**config.mk**
```make
export PLATFORM = sky130hd
export DESIGN_NAME = reg_file
export DESIGN_NICKNAME = d
export VERILOG_FILES = /design/src/rtl/reg_file_pkg.sv /design/src/rtl/regfile_word.sv /design/src/rtl/reg_file.sv
export SDC_FILE = /design/constraint.sdc
export NUM_CORES = 2
export LEC_CHECK = 0
export BUFFER_PORTS_ARGS = -buffer_cell sky130_fd_sc_hd__buf_2
export CAP_MARGIN = 40
export CORE_ASPECT_RATIO = 1.4
export CORE_MARGIN = 4
export CORE_UTILIZATION = 49
export DETAILED_ROUTE_END_ITERATION = 6
export HOLD_SLACK_MARGIN = 0.1
export PLACE_DENSITY = 0.69
export SYNTH_ARGS = -nofsm -noshare
export SYNTH_HDL_FRONTEND = slang
export SYNTH_HIERARCHICAL = 1
export SYNTH_SLANG_ARGS = --single-unit
```
**constraint.sdc**
```tcl
create_clock -name Clk -period 2.7 [get_ports Clk]
set_input_delay 0.27 -clock Clk [delete_from_list [all_inputs] [get_ports Clk]]
set_output_delay 0.27 -clock Clk [all_outputs]
set_load 0.05 [all_outputs]
```
**src/rtl/reg_file_pkg.sv**
```systemverilog
// Shared sizing for the register file: default width, depth and address width.
package reg_file_pkg;
    localparam int RF_WIDTH = 32;
    localparam int RF_DEPTH = 32;
    localparam int RF_AW    = $clog2(RF_DEPTH);
endpackage

```
**src/rtl/regfile_word.sv**
```systemverilog
// One storage word: WIDTH-bit register with load enable and synchronous clear.
module regfile_word
    import reg_file_pkg::*;
#(
    parameter int WIDTH = RF_WIDTH
) (
    input  logic             Clk,
    input  logic             Rst,
    input  logic             En,
    input  logic [WIDTH-1:0] D,
    output logic [WIDTH-1:0] Q
);
    logic [WIDTH-1:0] q_d, q_q;

    always_comb begin
        q_d = q_q;
        if (En)  q_d = D;
        if (Rst) q_d = '0;
    end

    always_ff @(posedge Clk) q_q <= q_d;

    assign Q = q_q;
endmodule

```
**src/rtl/reg_file.sv**
```systemverilog
// 2-read / 1-write register file with write-through bypass and a per-register busy scoreboard.
module reg_file
    import reg_file_pkg::*;
#(
    parameter int WIDTH   = RF_WIDTH,
    parameter int DEPTH   = RF_DEPTH,
    parameter int AW      = $clog2(DEPTH),
    parameter bit ZERO_R0 = 1'b1,
    parameter bit BYPASS  = 1'b1
) (
    input  logic             Clk,
    input  logic             Rst,
    input  logic             We,
    input  logic [AW-1:0]    Waddr,
    input  logic [WIDTH-1:0] Wdata,
    input  logic             Lock,
    input  logic [AW-1:0]    Laddr,
    input  logic [AW-1:0]    Raddr1,
    input  logic [AW-1:0]    Raddr2,
    output logic [WIDTH-1:0] Rdata1,
    output logic [WIDTH-1:0] Rdata2,
    output logic             Rbusy1,
    output logic             Rbusy2
);
    logic [WIDTH-1:0] words [DEPTH];
    logic [DEPTH-1:0] en;
    logic [DEPTH-1:0] busy_d, busy_q;
    logic             we_eff, lock_eff;

    // Reset suppresses both write and lock; R0 writes/locks vanish when hardwired.
    assign we_eff   = We   && !Rst && !(ZERO_R0 && Waddr == '0);
    assign lock_eff = Lock && !Rst && !(ZERO_R0 && Laddr == '0);

    always_comb begin
        en = '0;
        if (we_eff) en[Waddr] = 1'b1;
    end

    for (genvar i = 0; i < DEPTH; i++) begin : g_word
        regfile_word #(.WIDTH(WIDTH)) u_word (
            .Clk (Clk),
            .Rst (Rst),
            .En  (en[i]),
            .D   (Wdata),
            .Q   (words[i])
        );
    end

    // Write clears first, lock sets after, so a same-cycle lock wins.
    always_comb begin
        busy_d = busy_q;
        if (we_eff)   busy_d[Waddr] = 1'b0;
        if (lock_eff) busy_d[Laddr] = 1'b1;
        if (Rst)      busy_d = '0;
    end

    always_ff @(posedge Clk) busy_q <= busy_d;

    always_comb begin
        Rdata1 = words[Raddr1];
        Rdata2 = words[Raddr2];
        if (ZERO_R0 && Raddr1 == '0) Rdata1 = '0;
        if (ZERO_R0 && Raddr2 == '0) Rdata2 = '0;
        if (BYPASS && we_eff && Raddr1 == Waddr) Rdata1 = Wdata;
        if (BYPASS && we_eff && Raddr2 == Waddr) Rdata2 = Wdata;
    end

    always_comb begin
        Rbusy1 = busy_q[Raddr1];
        Rbusy2 = busy_q[Raddr2];
        if (BYPASS && we_eff && Raddr1 == Waddr && !(lock_eff && Laddr == Raddr1)) Rbusy1 = 1'b0;
        if (BYPASS && we_eff && Raddr2 == Waddr && !(lock_eff && Laddr == Raddr2)) Rbusy2 = 1'b0;
    end
endmodule

```
==> results.sh <==
export IMPL_ys_async_sr_fraction_pct=0
export IMPL_hp_class="primary input to register"
export IMPL_violations="negative setup slack"
export IMPL_yosys_warnings=6
export IMPL_grt_overflow=0
export IMPL_wl_per_cell_um=28.69
export IMPL_cts_tree="built"
export IMPL_grt_pass1_vias=42110
export IMPL_rsz0062_at_grt="yes"
export IMPL_finalSetupViolations=63
export IMPL_drv_slew=0
export IMPL_die_w_um=293.5
export IMPL_drc=0
export IMPL_worst_slack_ps=-352.5
export IMPL_period_needed_ps=3053
export IMPL_synth_edf_count=0
export IMPL_clock_latency_ps=700
export IMPL_max_slew_margin_pct=24.13
export IMPL_areaGrowthSynthToFinish_pct=15.36
export IMPL_grt_max_degree=226
export IMPL_path_clk_slew_ps=70
export IMPL_die_y_um=407.7
export IMPL_ant_nets=0
export IMPL_num_io_pins=122
export IMPL_drive_gt1_share_pct=30.51
export IMPL_setup_worst_path_class="register to output pin"
export IMPL_fmax_mhz=327.6
export IMPL_clock_sinks=1056
export IMPL_grtUsageTotal_pct=30.39
export IMPL_critPathMaxFanout=3
export IMPL_dp_final_hpwl_mm=119.0
export IMPL_via_count=42170
export IMPL_irDropWorstVdd_uv=617.7
export IMPL_startpoint_type="register"
export IMPL_gp_congestion=0.8937
export IMPL_p_total_mw=34.79
export IMPL_ys_flop_type="dfxtp_1"
export IMPL_netlist_area_um2=55920
export IMPL_yosysSeqAreaShare_pct=37.80
export IMPL_htree_levels=3
export IMPL_worstSetupEndpointType="output pin"
export IMPL_layout_commonest_cell="nor2_1"
export IMPL_tns_ps=-13230
export IMPL_antenna_found_initial=6
export IMPL_synth_distinct_cells=53
export IMPL_first_pass_iters=6
export IMPL_viasPerCell=6.503
export IMPL_synthCells=4700
export IMPL_drv_cap=0
export IMPL_fin_nets=4969
export IMPL_drtIter0Drc=5136
export IMPL_place_ws_ps=-265.4
export IMPL_die_area_um2=119700
export IMPL_critPathRequiredTime_ps=2430
export IMPL_skew_ps=0
export IMPL_p_leak_nw=21.48
export IMPL_final_cell_mix="1035 x nor2_1, 1031 x mux2i_1, 900 x dfxtp_1"
export IMPL_cts_buffer_depth=3
export IMPL_cp_arrival_ps=2780
export IMPL_start_util_pct=49.38
export IMPL_portBuffers=121
export IMPL_status="finished, violations left"
export IMPL_ys_ff_latch=1056
export IMPL_cts_buffers=102
export IMPL_power_density_nw_per_um2=539.3
export IMPL_drt_wl_total_mm=186.0
export IMPL_core_area_um2=113300
export IMPL_finalCritPeriodShare_pct=113.1
export IMPL_stdcell_count=6484
export IMPL_dp_cells=6254
export IMPL_cts_root_buffer="clkbuf_16"
export IMPL_rows=146
export IMPL_finalHoldViolCount=0
export IMPL_worstMarginPinSlew_ps=1138
export IMPL_grt_pass1_wl_mm=274.9
export IMPL_syn_num_nets=4756
export IMPL_avgSynthCellArea_um2=11.90
layout make-up:
cell class | count | area (um^2)
Fill cell | 9200 | 48750
Multi-Input combinational cell | 3203 | 31600
Sequential cell | 1056 | 21340
Timing Repair Buffer | 547 | 6015
Clock buffer | 133 | 2840
Tap cell | 1480 | 1852
Clock inverter | 59 | 847.1
Inverter | 3 | 12.51
Antenna cell | 3 | 7.507
per-stage QoR:
stage | area (um^2) | util [%] | hold WS [ps]
2_1_floorplan | 55940 | - | 342.4
3_3_place_gp | 59540 | 52.57 | 465.6
3_5_place_dp | 59590 | 52.61 | 475.3
4_1_cts | 64330 | 56.80 | 102.3
5_1_grt | 64510 | 56.96 | 174.7
6_report | 64510 | 56.96 | 159.9
sequential cells by signal (all words and copies together), names as in the netlist:
name,count
g_word.u_word/Q,1024
busy_q,32
synth_stat cells, drive strengths merged (3+ instances only):
cell type	instances	share of area, %
nor2	1070	7.2
dfxtp	1056	38
mux2i	1031	18
mux4	586	24
buf	222	5.2
clkbuf	216	1.4
a22oi	129	1.7
a21oi	95	0.85
nor2b	73	0.82
a311o	63	1.1
nand2	39	0.26
o21ai	26	0.23
xnor2	14	0.22
nand2b	10	0.11
nor3	7	0.063
xor2	6	0.094
nand3	5	0.045
nand3b	5	0.067
o2bb2ai	5	0.078
mux2	4	0.081
o31ai	4	0.096
nor3b	3	0.040
nor4	3	0.034
power by group:
group	total (mW)	leakage (nW)	switching, mW	internal, mW
Sequential	15.7	8.59	0.0699	15.7
Clock	15.9	1.80	6.68	9.21
Combinational	3.16	11.1	1.96	1.20
Total	34.8	21.5	8.72	26.1
worst max-delay path, stage by stage (launching register included):
cell	delay, ps
dfxtp_2	330
mux4_2	470
mux4_2	480
nor2b_1	150
a311o_2	420
buf_8	190
timing repair:
item,4_1_cts,5_1_grt
gates resized for setup,263,72
pin swaps,66,4
endpoints found under the setup margin,66,66
hold buffers,28,0
cloned,1,1
setup buffers,5,1
endpoints found under the hold margin,197,0
metal layers:
metal,share of wire (%),wire (um),vias up,global-route usage [%]
li1,-,-,17800,-
met1,37,69690,21190,38.61
met2,46,86030,2509,47.99
met3,9.9,18350,671,6.864
met4,6.4,11950,4,17.14
met5,0.014,26,-,0
cell families (layout without fill, tap and decap cells):
kind of cell | Yosys count | after routing | share of synthesized area (%)
muxes | 1621 | 1621 | 42.13
and+or+nand+nor | 1227 | 1227 | 8.772
DFF | 1056 | 1056 | 37.80
buffers and inverters | 441 | 742 | 6.665
AOI/OAI and AO/OA | 334 | 334 | 4.309
xor gates and xnor gates | 20 | 20 | 0.3132
other | 1 | 4 | 0.006705
worst paths after layout:
check / startpoint / to / slack (ps) / depth (start not counted)
min reg2reg: busy_q[11] / busy_q[11] / 490 / 2
max: g_word[27].u_word/Q[19] / Rdata2[19] / -350 / 5
min: Wdata[25] / g_word[29].u_word/Q[25] / 160 / 4
max reg2reg: g_word[19].u_word/Q[14] / g_word[19].u_word/Q[14] / 1900 / 3
Power figures use the tool's default switching activity.
